$ cat src/rtl/fib_lookup_arbiter.sv
// Round-robin arbiter sharing one FIB lookup engine between NUM_REQ requesters,
// with an in-order tag FIFO routing results back. Optional stats: FIB_ARB_STATS_EN.
module fib_lookup_arbiter #(
  parameter int NUM_REQ         = 4,
  parameter int WORD_SIZE       = 32,
  parameter int MAX_NAME_LENGTH = 8,
  parameter int POINTER_SIZE    = 16,
  parameter int MAX_INFLIGHT    = 8,
  localparam int NW = MAX_NAME_LENGTH * WORD_SIZE,
  localparam int IW = (NUM_REQ > 1) ? $clog2(NUM_REQ) : 1,
  localparam int CW = $clog2(MAX_INFLIGHT + 1),
  localparam int PW = (MAX_INFLIGHT > 1) ? $clog2(MAX_INFLIGHT) : 1
) (
  input  logic                      clk,
  input  logic                      rst,
  input  logic [NUM_REQ-1:0]        req_valid,
  input  logic [NUM_REQ*NW-1:0]     req_name,
  output logic [NUM_REQ-1:0]        req_ready,
  output logic                      lk_valid,
  output logic [NW-1:0]             lk_name,
  input  logic                      lk_ready,
  input  logic                      rs_valid,
  input  logic [POINTER_SIZE-1:0]   rs_ptr,
  input  logic                      rs_hit,
  output logic [NUM_REQ-1:0]        resp_valid,
  output logic [POINTER_SIZE-1:0]   resp_ptr,
  output logic                      resp_hit,
  output logic [CW-1:0]             inflight,
  output logic                      err_unexp
`ifdef FIB_ARB_STATS_EN
  ,
  output logic [31:0]               stat_issued,
  output logic [31:0]               stat_stall
`endif
);

  function automatic logic [NUM_REQ-1:0] tag_onehot(input logic [IW-1:0] tag);
    logic [NUM_REQ-1:0] vec;
    vec = '0;
    for (int i = 0; i < NUM_REQ; i++) begin
      if (tag == IW'(i)) begin
        vec[i] = 1'b1;
      end else begin
        vec[i] = 1'b0;
      end
    end
    return vec;
  endfunction

  logic [IW-1:0]           rr_ptr_r;
  logic [PW-1:0]           wr_ptr_r;
  logic [PW-1:0]           rd_ptr_r;
  logic [IW-1:0]           tag_mem_r [MAX_INFLIGHT];
  logic [CW-1:0]           inflight_r;
  logic                    lk_valid_r;
  logic [NW-1:0]           lk_name_r;
  logic [NUM_REQ-1:0]      resp_valid_r;
  logic [POINTER_SIZE-1:0] resp_ptr_r;
  logic                    resp_hit_r;
  logic                    err_unexp_r;

  logic                    can_issue_s;
  logic                    found_s;
  logic [IW-1:0]           gidx_s;
  logic                    grant_fire_s;
  logic [NUM_REQ-1:0]      grant_vec_s;
  logic [NW-1:0]           grant_name_s;
  logic [IW-1:0]           next_rr_s;
  logic                    pop_s;
  logic [IW-1:0]           head_tag_s;

  // Occupancy before this cycle's pop is used, so a full FIFO blocks issue even when a result pops
  assign can_issue_s  = !rst && (!lk_valid_r || lk_ready) && (inflight_r < CW'(MAX_INFLIGHT));
  assign grant_fire_s = found_s && can_issue_s;
  assign pop_s        = rs_valid && (inflight_r != '0);
  assign head_tag_s   = tag_mem_r[rd_ptr_r];
  assign next_rr_s    = (gidx_s == IW'(NUM_REQ - 1)) ? '0 : gidx_s + IW'(1);

  // Round-robin search for the first valid requester starting at rr_ptr_r
  always_comb begin
    logic [IW:0] sum_v;
    found_s = 1'b0;
    gidx_s  = '0;
    sum_v   = '0;
    for (int k = 0; k < NUM_REQ; k++) begin
      sum_v = {1'b0, rr_ptr_r} + (IW+1)'(k);
      if (sum_v >= (IW+1)'(NUM_REQ)) begin
        sum_v = sum_v - (IW+1)'(NUM_REQ);
      end else begin
        sum_v = sum_v;
      end
      if (!found_s && req_valid[sum_v[IW-1:0]]) begin
        found_s = 1'b1;
        gidx_s  = sum_v[IW-1:0];
      end else begin
        found_s = found_s;
      end
    end
  end

  // One-hot accept vector and selected name
  always_comb begin
    grant_vec_s  = '0;
    grant_name_s = '0;
    for (int i = 0; i < NUM_REQ; i++) begin
      if (gidx_s == IW'(i)) begin
        grant_vec_s[i] = grant_fire_s;
        grant_name_s   = req_name[i*NW +: NW];
      end else begin
        grant_vec_s[i] = 1'b0;
      end
    end
  end

  // Tag storage; entries are meaningful only between rd_ptr_r and wr_ptr_r
  always_ff @(posedge clk) begin
    if (grant_fire_s) begin
      tag_mem_r[wr_ptr_r] <= gidx_s;
    end
  end

  // Issue stage, tag FIFO pointers, result return and error flag
  always_ff @(posedge clk) begin
    if (rst) begin
      rr_ptr_r     <= '0;
      wr_ptr_r     <= '0;
      rd_ptr_r     <= '0;
      inflight_r   <= '0;
      lk_valid_r   <= 1'b0;
      lk_name_r    <= '0;
      resp_valid_r <= '0;
      resp_ptr_r   <= '0;
      resp_hit_r   <= 1'b0;
      err_unexp_r  <= 1'b0;
    end else begin
      if (grant_fire_s) begin
        lk_valid_r <= 1'b1;
        lk_name_r  <= grant_name_s;
        rr_ptr_r   <= next_rr_s;
        wr_ptr_r   <= wr_ptr_r + PW'(1);
      end else if (lk_ready) begin
        lk_valid_r <= 1'b0;
      end

      if (pop_s) begin
        rd_ptr_r     <= rd_ptr_r + PW'(1);
        resp_valid_r <= tag_onehot(head_tag_s);
        resp_ptr_r   <= rs_ptr;
        resp_hit_r   <= rs_hit;
      end else begin
        resp_valid_r <= '0;
      end

      if (rs_valid && (inflight_r == '0)) begin
        err_unexp_r <= 1'b1;
      end

      case ({grant_fire_s, pop_s})
        2'b10:   inflight_r <= inflight_r + CW'(1);
        2'b01:   inflight_r <= inflight_r - CW'(1);
        default: inflight_r <= inflight_r;
      endcase
    end
  end

`ifdef FIB_ARB_STATS_EN
  logic [31:0] stat_issued_r;
  logic [31:0] stat_stall_r;

  // Saturating grant and stall counters
  always_ff @(posedge clk) begin
    if (rst) begin
      stat_issued_r <= 32'd0;
      stat_stall_r  <= 32'd0;
    end else begin
      if (grant_fire_s && (stat_issued_r != 32'hFFFF_FFFF)) begin
        stat_issued_r <= stat_issued_r + 32'd1;
      end
      if ((|req_valid) && !grant_fire_s && (stat_stall_r != 32'hFFFF_FFFF)) begin
        stat_stall_r <= stat_stall_r + 32'd1;
      end
    end
  end

  assign stat_issued = stat_issued_r;
  assign stat_stall  = stat_stall_r;
`endif

  assign req_ready  = grant_vec_s;
  assign lk_valid   = lk_valid_r;
  assign lk_name    = lk_name_r;
  assign resp_valid = resp_valid_r;
  assign resp_ptr   = resp_ptr_r;
  assign resp_hit   = resp_hit_r;
  assign inflight   = inflight_r;
  assign err_unexp  = err_unexp_r;

endmodule

$ cat config.mk
export PLATFORM = sky130hd
export DESIGN_NAME = fib_lookup_arbiter
export DESIGN_NICKNAME = d
export VERILOG_FILES = /design/src/rtl/fib_lookup_arbiter.sv
export SDC_FILE = /design/constraint.sdc
export NUM_CORES = 1
export LEC_CHECK = 0
export ABC_AREA = 1
export CORE_AREA = 2 2 525 527
export CTS_CLUSTER_SIZE = 16
export DETAILED_ROUTE_END_ITERATION = 8
export DIE_AREA = 0 0 527 529
export PLACE_DENSITY = 0.3
export SLEW_MARGIN = 40
export SYNTH_ARGS = -nofsm -noshare
export SYNTH_HDL_FRONTEND = slang
export SYNTH_SLANG_ARGS = --single-unit
$ cat constraint.sdc
create_clock -name clk -period 4.14 [get_ports clk]
set_input_delay 1.035 -clock clk [delete_from_list [all_inputs] [get_ports clk]]
set_output_delay 1.035 -clock clk [all_outputs]
set_load 0.05 [all_outputs]
==> results of run 1 <==
## kinds of logic (layout without fill, tap and decap cells)
| kind of cell | after synthesis | after routing | synth area share, % |
|---|---|---|---|
| DFF | 310 | 310 | 30.2 |
| buffers and inverters | 326 | 1697 | 7.02 |
| AOI/OAI and AO/OA | 558 | 558 | 13.3 |
| adders and majority gates | 9 | 9 | 0.535 |
| and+or+nand+nor | 2457 | 2457 | 48.7 |
| other | 0 | 35 | 0 |
| xor gates and xnor gates | 4 | 4 | 0.166 |
## critical path, stage by stage
cell             delay [ps]
clkdlybuf4s50_1         490
inv_1                    40
nand2_1                  70
nand3_1                  80
o21ai_2                  90
buf_4                   150
inv_2                    50
buf_4                   120
nand4_1                  90
nand2_2                 120
inv_4                   110
ha_4                    180
inv_8                    60
nor2_4                  110
buf_12                  150
## per-layer routing
| layer | up-vias | GRT usage, % |
|---|---|---|
| li1 | 14400 | - |
| met1 | 14000 | 17.6 |
| met2 | 1369 | 26.0 |
| met3 | 408 | 7.03 |
| met4 | 136 | 2.64 |
| met5 | - | 0 |
## cells in the mapped netlist, drive strengths merged, types with 4 or more instances
cell type and count:
nand2 1334, clkbuf 169, nor2 589, edfxtp 16
o21ai 288, ha 9, a21oi 265, dfxtp 294
or2 256, buf 123, o22ai 4, nand3 270
inv 34
## state kept, by name, indices dropped and copies added (netlist names), named ones only
name	count
lk_name	256
resp_ptr	16
tag_mem_r	16
inflight	4
resp_valid	4
rd_ptr_r	3
wr_ptr_r	3
rr_ptr_r	2
err_unexp	1
lk_valid	1
resp_hit	1
## stage by stage
stage	std cells	util [%]	hold WS, ps	setup TNS, ps
finish	8659	15.4	467	0
CTS	8623	15.4	470	-3.80
global placement	8525	14.7	450	-28800
floorplan	3664	-	433	0
detailed placement	8525	14.7	456	-17870
global route	8629	15.4	489	0
## report_power, final
part	internal [mW]	total, mW	switching, mW
Sequential	4.08	4.74	0.653
Clock	2.75	4.77	2.02
Combinational	12.7	35.5	22.8
Total	19.5	45.0	25.5
## final cells by class
cell class / count / area (sq um) / area share [%]
timing repair buffer: 1567 / 15900 / 37.7
multi-input combinational: 3028 / 13300 / 31.7
sequential: 310 / 6370 / 15.1
tap: 3589 / 4490 / 10.7
clock buffer: 75 / 1490 / 3.54
clock inverter: 21 / 282 / 0.669
inverter: 34 / 168 / 0.399
antenna: 35 / 87.6 / 0.208
## path summary, 6_finish.rpt
| check | startpoint | endpoint | slack, ps | depth (start not counted) |
|---|---|---|---|---|
| max | req_valid[2] | req_ready[2] | 120 | 15 |
| min | lk_name[52] | lk_name[52] | 470 | 2 |
| max reg2reg | rr_ptr_r[0] | lk_name[65] | 340 | 23 |
| min reg2reg | lk_name[52] | lk_name[52] | 470 | 2 |
## repair_timing
item,4_1_cts,5_1_grt
hold buffers,0,0
setup buffers,2,1
resized for setup,9,12
pin swaps,1,9
setup endpoints to repair,4,5
==> summary.md, run 1 <==
| Metric | Value |
|---|---|
| Vias per inst | 3.49 |
| F_max | 249 MHz |
| Hpwl dp | 190000 um |
| Post-Syn Instances | 3664 |
| Sink Count | 310 |
| RSZ-0062 raised after global routing | false |
| Fillers | 31500 |
| Initial antenna violation count | 208 |
| Tot GR Track Use | 15.3% |
| Syn Area/Cell | 5.75 sq um |
| P_leak | 17.4 nW |
| Startpoint types | primary input |
| Drt wl/cell | 25.8 um |
| DR vias | 30200 |
| I/O pin total | 1336 |
| Total die area | 279000 sq um |
| Core Rows | 192 |
| Largest fanout on the critical path | 6 |
| Share of cells above drive strength 1 | 12.1% |
| Setup WS post-layout | 124 ps |
| Ys Warns | 0 |
| Worst-path clk slew | 50 ps |
| Commonest non-fill, non-tap cells in the layout | nand2_1, clkdlybuf4s50_1, nor2_1, dfxtp_1, o21ai_0 |
| Clock skew | 48.3 ps |
| Required @ worst endpoint | 3110 ps |
| Main flop type after synthesis | dfxtp_1 |
| DIE HEIGHT | 529 um |
| Peak supply drop | 0.559 mV |
| Number of buffers added on ports | 1335 |
| Gr ovfl total | 0 |
| H-tree depth | 2 |
| Hold WC Path Type | reg -> reg |
| Drt first pass iters | 5 |
| Largest area contributor in the netlist | dfxtp_1 |
| Top cells by area, synth | dfxtp_1, nand2_1, nor2_1 |
| Max-slew headroom | 38.5% |
| Number of max-cap violations | 0 |
| Remaining DRCs | 0 |
| Most common cell after layout, fill and taps aside | nand2_1 |
| Status | complete, no violations |
| CP endpoint kind | primary output |
| Synth Net Count | 4722 |
| Syn Std Cell Area | 21100 sq um |
| Core Area | 273000 sq um |
| Number of synthesized flops with an enable pin | 16 |
| CTS Buffer Depth | 3 |
| Largest net degree at the start of global routing | 106 |
| WL met3 | 24200 um |
| Placed cell areas | 40100 sq um |
| Crit path DAT | 2980 ps |
| Number of global-route vias before repair | 30200 |
| Final setup violation count | 0 |
| Initial drt markers | 1677 |
| Layout area overhead | 99.7% |
| Slew @ Worst Pin | 922 ps |
| Crit path kind | in -> out |
| Pre-CTS setup slack | -490 ps |
| Sequential fraction of the synthesis area | 30.2% |
| Pwr Total | 45.0 mW |
| GPL Wtd Cong | 0.860 |
| Pwr/cell area | 1070 nW/um^2 |
| Routed length on met1 | 88900 um |
| Fin. Hold Viols | 0 |
| Synth Register Bits | 310 |
| Met2 routed WL | 105000 um |
| Worst-skew pair later-pin latency | 710 ps |
| CTS buffer count | 52 |
| Max-slew violation count | 0 |
| Design area | 42100 sq um |
| Nets | 6051 |
| Global-route wire length before repair | 287000 um |
| Total wire length | 223000 um |
| Crit path time final | 4020 ps |
| Routed Antenna Nets | 0 |
| CTS tree | built |
| Async set or reset register ratio after synthesis | 0% |
| CTS Root Cell | clkbuf_16 |
| Starting Density | 7.72% |
| Period utilization | 97.0% |
| DR top layer | met5 |
| Unique masters post-synth | 30 |
| Post-synth top area share | 27.9% |
| Die extent in x | 527 um |
Power figures use the tool's default switching activity.
==> run 2, diff against run 1 <==
--- a/config.mk
+++ b/config.mk
@@ -10,6 +10,7 @@
 export CTS_CLUSTER_SIZE = 16
 export DETAILED_ROUTE_END_ITERATION = 8
 export DIE_AREA = 0 0 527 529
+export GPL_ROUTABILITY_DRIVEN = 0
 export PLACE_DENSITY = 0.3
 export SLEW_MARGIN = 40
 export SYNTH_ARGS = -nofsm -noshare
==> constraint.sdc (replaced) <==
create_clock -name clk -period 3.3 [get_ports clk]
set_input_delay 0.825 -clock clk [delete_from_list [all_inputs] [get_ports clk]]
set_output_delay 0.825 -clock clk [all_outputs]
set_load 0.05 [all_outputs]
==> run 2 against run 1 <==
Worst setup slack lost 310 ps. The run now ends with setup timing left. Via count grew 2.6%. Critical path depth is the same. Non-clock buffer count grew 50. Sequential power grew 27%. Hold slack lost 1.3 ps.
==> summary.md, run 2 (synthesis results as in run 1) <==
| Metric | Value |
|---|---|
| Status | complete, but fails checks |
| Failing checks | setup timing |
| DR vias | 31000 (+2.6%) |
| Crit path time final | 3490 ps |
| Placed cell areas | 40300 sq um (+0.52%) |
| Total wire length | 240000 um (+7.5%) |
| Remaining DRCs | 0 (unchanged) |
| Gr ovfl total | 0 (unchanged) |
| CTS Buffer Depth | 3 (unchanged) |
| Fillers | 31500 (-0.11%) |
| Design area | 43100 sq um (+2.6%) |
| CTS tree | built |
| Largest fanout on the critical path | 3 (-3) |
| Sw Share | 56.9% (+0.22 points) |
| Most common cell after layout, fill and taps aside | clkdlybuf4s50_1 |
| Clock skew | 38.4 ps (-9.93 ps) |
| Sequential power share | 10.0% (-0.5 points) |
| Max FFs per register | 256 (unchanged) |
| Reg2reg start | rr_ptr_r[0] |
| Largest net degree at the start of global routing | 111 (+4.7%) |
| Hold WC Path Type | reg -> reg |
| Share of cells above drive strength 1 | 14.6% (+2.5 points) |
| Finished Core Util | 15.8% (+0.39 points) |
| FF-to-FF path depth | 23 (unchanged) |
| CTS Hold Bufs | 0 (unchanged) |
| Pwr/cell area | 1400 nW/um^2 (+31%) |
| Hpwl dp | 202000 um (+6.4%) |
| CTS Root Cell | clkbuf_16 |
| Final setup violation count | 4 (+4) |
| Worst-skew pair later-pin latency | 680 ps (-30 ps) |
| Number of global-route vias before repair | 30400 (+0.88%) |
| Critical path launch point | req_valid[0] |
| Routed Antenna Nets | 0 (unchanged) |
| Sink Count | 310 (unchanged) |
| I/O pin total | 1336 (unchanged) |
| Comb power frac | 80.9% (+2.0 points) |
| Initial drt markers | 2114 (+26%) |
| Nets | 6097 (+0.76%) |
| Crit path DAT | 2660 ps (-320 ps) |
| Net Sw Power | 34.3 mW (+35%) |
| Max-slew violation count | 0 (unchanged) |
| Core Area | 273000 sq um (unchanged) |
| Number of buffers added on ports | 1335 (unchanged) |
| Number of max-cap violations | 0 (unchanged) |
| Peak supply drop | 0.607 mV (+8.6%) |
| Total die area | 279000 sq um (unchanged) |
| Core Rows | 192 (unchanged) |
| Setup WS post-layout | -189 ps (-314 ps) |
| R2R setup slack | 90 ps (-250 ps) |
| RSZ-0062 raised after global routing | true |
| Slew @ Worst Pin | 851 ps (-71.4 ps) |
| Die extent in x | 527 um (unchanged) |
| Commonest non-fill, non-tap cells in the layout | clkdlybuf4s50_1, nand2_1, nor2_1, dfxtp_1, nand3_1 |
| Drt first pass iters | 6 (+1) |
| Layout area overhead | 105% |
| Drt wl/cell | 27.5 um (+6.7%) |
| Crit path kind | in -> out |
| Period utilization | 106% |
| F_max | 287 MHz |
| CP endpoint | req_ready[0] |
| Tot GR Track Use | 16.1% (+0.86 points) |
| CP endpoint kind | primary output |
| CTS buffer count | 48 (-7.7%) |
| H-tree depth | 2 (unchanged) |
| Clock power share | 9.1% (-1.5 points) |
| Starting Density | 7.72% (unchanged) |
| Int Pwr | 26.0 mW (+33%) |
| Vias per inst | 3.55 (+1.8%) |
| Initial antenna violation count | 236 (+13%) |
| P_leak | 17.8 nW (+2.4%) |
| Fin. Hold Viols | 0 (unchanged) |
| Startpoint types | primary input |
| Worst-path clk slew | 50 ps (about the same) |
| Required @ worst endpoint | 2470 ps (-640 ps) |
| End of the worst register-to-register path | lk_name[43] |
| Max-slew headroom | 43.3% (+4.8 points) |
| Global-route wire length before repair | 302000 um (+5.2%) |
| DIE HEIGHT | 529 um (unchanged) |
[run 2: cell types whose count changed in the layout (fill, tap and decap cells not counted), sizes merged, moves of 2 or more]
cell / previous run / this run
dlymetal6s2s: 2 / 0
diode: 35 / 63
dlygate4sd2: 0 / 3
buf: 241 / 278
clkinv: 11 / 18
inv: 35 / 33
clkinvlp: 5 / 1
[run 2: cell type report]
class	instances	area [sq um]	area share, %
Timing Repair Buffer	1617	16600	38.5
Multi-Input combinational cell	3028	13800	31.9
Sequential cell	310	6370	14.8
Tap cell	3589	4490	10.4
Clock buffer	65	1370	3.17
Clock inverter	21	209	0.484
Inverter	34	185	0.429
Antenna cell	63	158	0.365
[run 2: critical path, cell delays in order]
cell	delay, ps
dlygate4sd2_1	300
inv_2	50
nand2_2	90
nand2_4	60
o21ai_4	190
inv_2	80
nand3b_1	90
nand3_1	100
nand2_2	120
buf_6	120
ha_2	160
inv_2	50
buf_4	140
nor2_4	120
buf_12	150
[run 2: worst min-delay path by stage]
| stage | cells after the start | slack, ps | endpoint | start |
|---|---|---|---|---|
| after global routing | 2 | 490 | lk_name[233] | lk_name[233] |
| after detailed placement | 2 | 460 | lk_name[43] | lk_name[43] |
| after CTS | 2 | 470 | rd_ptr_r[2] | rd_ptr_r[2] |
| final | 2 | 470 | lk_name[115] | lk_name[115] |
| after global placement | 2 | 450 | rd_ptr_r[2] | rd_ptr_r[2] |
| after floorplan | 2 | 430 | register | rd_ptr_r[2] |
[run 2: power by group through the flow]
| stage | registers (mW) | clock network, mW | logic, mW |
|---|---|---|---|
| final | 6.02 | 5.50 | 48.8 |
| after global routing | 6.16 | 5.83 | 53.4 |
| after CTS | 6.03 | 5.77 | 46.2 |
| after detailed placement | 6.08 | 0 | 45.4 |
| after global placement | 6.07 | 0 | 45.6 |
| after floorplan | 9.75 | 0 | 20.8 |
[run 2: repair_timing]
action,CTS,global route
cloned,1,12
pin swaps,11,36
gates resized for setup,32,142
setup endpoints to repair,60,124
setup buffers,11,14
[run 2: per-stage QoR]
stage / hold WS, ps / TNS [ps] / worst slack, ps / power, mW / std cells
global placement: 447 / -180160 / -1330 / 51.7 / 8542
CTS: 469 / -746 / -231 / 58.0 / 8640
floorplan: 433 / -42.2 / -39.1 / 30.6 / 3664
detailed placement: 455 / -176830 / -1270 / 51.5 / 8542
global route: 488 / -1140 / -285 / 65.4 / 8682
finish: 466 / -591 / -189 / 60.3 / 8727
[run 2: routing by layer]
| metal | GRT usage (%) | vias up | share of wire [%] |
|---|---|---|---|
| met5 | 0 | - | 0.37 |
| li1 | - | 14500 | - |
| met3 | 7.03 | 392 | 11 |
| met4 | 3.43 | 138 | 2.0 |
| met1 | 19.4 | 14500 | 41 |
| met2 | 26.4 | 1503 | 45 |
==> run 3, diff against run 2 <==
--- a/config.mk
+++ b/config.mk
@@ -5,13 +5,13 @@
 export SDC_FILE = /design/constraint.sdc
 export NUM_CORES = 1
 export LEC_CHECK = 0
-export ABC_AREA = 1
-export CORE_AREA = 2 2 525 527
+export CORE_AREA = 2 2 519 521
 export CTS_CLUSTER_SIZE = 16
 export DETAILED_ROUTE_END_ITERATION = 8
-export DIE_AREA = 0 0 527 529
+export DIE_AREA = 0 0 521 523
 export GPL_ROUTABILITY_DRIVEN = 0
 export PLACE_DENSITY = 0.3
+export SKIP_LAST_GASP = 1
 export SLEW_MARGIN = 40
 export SYNTH_ARGS = -nofsm -noshare
 export SYNTH_HDL_FRONTEND = slang
==> run 3 against run 2 <==
The run now ends clean. Synthesized cell count down 38%. Routed wire length down 8.0%. Critical path type is now in -> reg. Critical endpoint is now lk_name[92]. Global-route usage down 0.72 points. First-iteration DRC count down 30%. Sequential power down 8.3%.
==> summary.md, run 3 <==
| Metric | Value |
|---|---|
| Placed cell areas | 36800 sq um (-8.8%) |
| DR vias | 25800 (-17%) |
| Top cells by area, synth | dfxtp_1, a221o_1, a221oi_1 |
| Remaining DRCs | 0 (unchanged) |
| Hold path startpoint | resp_ptr[7] |
| Syn Area/Cell | 7.80 sq um (+36%) |
| Fin Hold WS | 453 ps (-13.0 ps) |
| Synth cell count leaders | dfxtp_1, a21oi_1, nor2_1 |
| Unique masters post-synth | 37 (+23%) |
| Post-synth top area share | 33.2% (+5.3 points) |
| Die extent in x | 521 um (-1.1%) |
| Largest fanout on the critical path | 13 (+10) |
| Number of global-route vias before repair | 25500 (-16%) |
| Main flop type after synthesis | dfxtp_1 |
| Setup TNS | 0 ps (+591 ps) |
| F_max | 310 MHz (+8.1%) |
| Startpoint types | primary input |
| Vias per inst | 3.55 (-0.20%) |
| Status | complete, no violations |
| Async set or reset register ratio after synthesis | 0% (unchanged) |
| Number of max-cap violations | 0 (unchanged) |
| Drt first pass iters | 5 (-1) |
| RSZ-0062 raised after global routing | false |
| Pwr/cell area | 715 nW/um^2 (-49%) |
| Largest net degree at the start of global routing | 108 (-2.7%) |
| Initial drt markers | 1484 (-30%) |
| Worst-skew pair later-pin latency | 670 ps (about the same) |
| DIE HEIGHT | 523 um (-1.1%) |
| Post-Syn Instances | 2271 (-38%) |
| Total die area | 272000 sq um (-2.3%) |
| CTS Root Cell | clkbuf_16 |
| Hold WC Path Type | reg -> reg |
| Starting Density | 6.64% (-1.1 points) |
| Slew @ Worst Pin | 1070 ps (+218 ps) |
| R2R setup slack | 90 ps (about the same) |
| Crit path kind | in -> reg |
| Drt wl/cell | 30.4 um (+11%) |
| Number of buffers added on ports | 1335 (unchanged) |
| Hpwl dp | 190000 um (-6.2%) |
| Worst-path clk slew | 60 ps (about the same) |
| CP endpoint kind | register |
| Sink Count | 310 (unchanged) |
| FF-to-FF path depth | 12 (-48%) |
| End of the worst register-to-register path | lk_name[92] |
| Synth Net Count | 3329 (-30%) |
| Most common cell after layout, fill and taps aside | clkdlybuf4s50_1 |
| Design area | 38800 sq um (-10%) |
| Core Rows | 190 (-1.0%) |
| Synth Register Bits | 310 (unchanged) |
| Largest area contributor in the netlist | dfxtp_1 |
| Global-route wire length before repair | 275000 um (-8.8%) |
| Number of synthesized flops with an enable pin | 16 (unchanged) |
| Fin. Hold Viols | 0 (unchanged) |
| H-tree depth | 2 (unchanged) |
| Gr ovfl total | 0 (unchanged) |
| I/O pin total | 1336 (unchanged) |
| Total wire length | 221000 um (-8.0%) |
| Crit path time final | 3230 ps (-263 ps) |
| CTS tree | built |
| Finished Core Util | 14.5% (-1.3 points) |
| Nets | 4687 (-23%) |
| Crit path DAT | 3760 ps (+1100 ps) |
| Clock skew | 25.7 ps (-12.7 ps) |
| Setup WS post-layout | 73.2 ps (+263 ps) |
| Reg2reg start | rr_ptr_r[0] |
| CTS Buffer Depth | 3 (unchanged) |
| Commonest non-fill, non-tap cells in the layout | clkdlybuf4s50_1, dfxtp_1, a21oi_1, nor2_1, inv_1 |
| Max-slew headroom | 28.8% (-15 points) |
| Share of cells above drive strength 1 | 9.57% (-5.1 points) |
| Core Area | 267000 sq um (-2.2%) |
| Critical path launch point | req_valid[1] |
| CTS Hold Bufs | 0 (unchanged) |
| Pre-CTS setup slack | -975 ps (+290 ps) |
| Max-slew violation count | 0 (unchanged) |
| Sequential fraction of the synthesis area | 35.9% (+5.7 points) |
| Ys Warns | 0 (unchanged) |
| Initial antenna violation count | 266 (+13%) |
| CTS buffer count | 49 (+2.1%) |
| Peak supply drop | 0.322 mV (-47%) |
| P_leak | 14.1 nW (-21%) |
| Top-count cell post-synth | dfxtp_1 |
| Routed Antenna Nets | 0 (unchanged) |
| Max FFs per register | 256 (unchanged) |
| Required @ worst endpoint | 3830 ps (+1360 ps) |
| Tot GR Track Use | 15.4% (-0.72 points) |
| Layout area overhead | 119% |
| Syn Std Cell Area | 17700 sq um (-16%) |
| Final setup violation count | 0 (-4) |
| Period utilization | 97.8% (-8.0 points) |
| CP endpoint | lk_name[92] |
## run 3: cell count changes in the layout (fill, tap and decap cells not counted), moves of 258 or more
| cell | before | now |
|---|---|---|
| nand2_1 | 1293 | 44 |
| nor2_1 | 583 | 272 |
| nand3_1 | 264 | 0 |
| o21ai_0 | 263 | 2 |
| nor3_1 | 0 | 258 |
## run 3: worst max-delay path, cell delays in order
cell and delay (ps):
dlygate4sd2_1 270, a21o_1 170, a21oi_1 150, o22a_1 180
inv_1 90, ha_4 190, buf_4 180, buf_4 240
buf_4 250, a221o_1 350, a221oi_1 540, buf_4 250
nor3_1 50
## run 3: power breakdown
part | total [mW] | switching (mW) | internal [mW]
Clock | 5.71 | 2.36 | 3.35
Sequential | 5.52 | 0.711 | 4.81
Combinational | 16.5 | 10.1 | 6.41
## run 3: cells by family (layout without fill, tap and decap cells)
family	count (synthesis)	count (layout)	synth area share, %
mux	9	9	0.805
buf+inv	531	1928	11.7
other cells	0	43	0
xor+xnor	6	6	0.297
simple gates	600	600	15.1
fa+ha+maj	9	9	0.635
flops	310	310	35.9
compound gates	806	806	35.5
## run 3: area by class of cell
class | instances | area, sq um
Antenna cell | 43 | 108
Clock buffer | 64 | 1350
Clock inverter | 26 | 310
Fill cell | 30400 | 228000
Inverter | 263 | 995
Multi-Input combinational cell | 1430 | 9360
Sequential cell | 310 | 6370
Tap cell | 3552 | 4440
Timing Repair Buffer | 1575 | 15800
## run 3: worst min path at each step
stage / end / slack [ps] / depth (start not counted)
after global routing: resp_ptr[2] / 480 / 2
after CTS: resp_ptr[5] / 460 / 2
after floorplan: register / 450 / 2
final: resp_ptr[7] / 450 / 2
after global placement: resp_ptr[15] / 440 / 2
after detailed placement: resp_ptr[5] / 450 / 2
## run 3: stage by stage
stage / total power [mW] / instances
global route: 29.2 / 7224
floorplan: 14.1 / 2271
detailed placement: 22.0 / 7117
global placement: 22.0 / 7116
CTS: 28.1 / 7215
finish: 27.7 / 7263
## run 3: timing repair
item                                    in CTS  in global routing
pin swaps                                    1                  1
resized for setup                           11                  3
setup buffers                                6                  3
endpoints found under the setup margin      49                 23
gates cloned                                 2                  1
## run 3: layer usage
metal | wire (um) | track usage, %
met5 | 1280 | 0
met4 | 4350 | 2.29
met3 | 28400 | 8.95
met2 | 101000 | 25.4
met1 | 86000 | 17.4
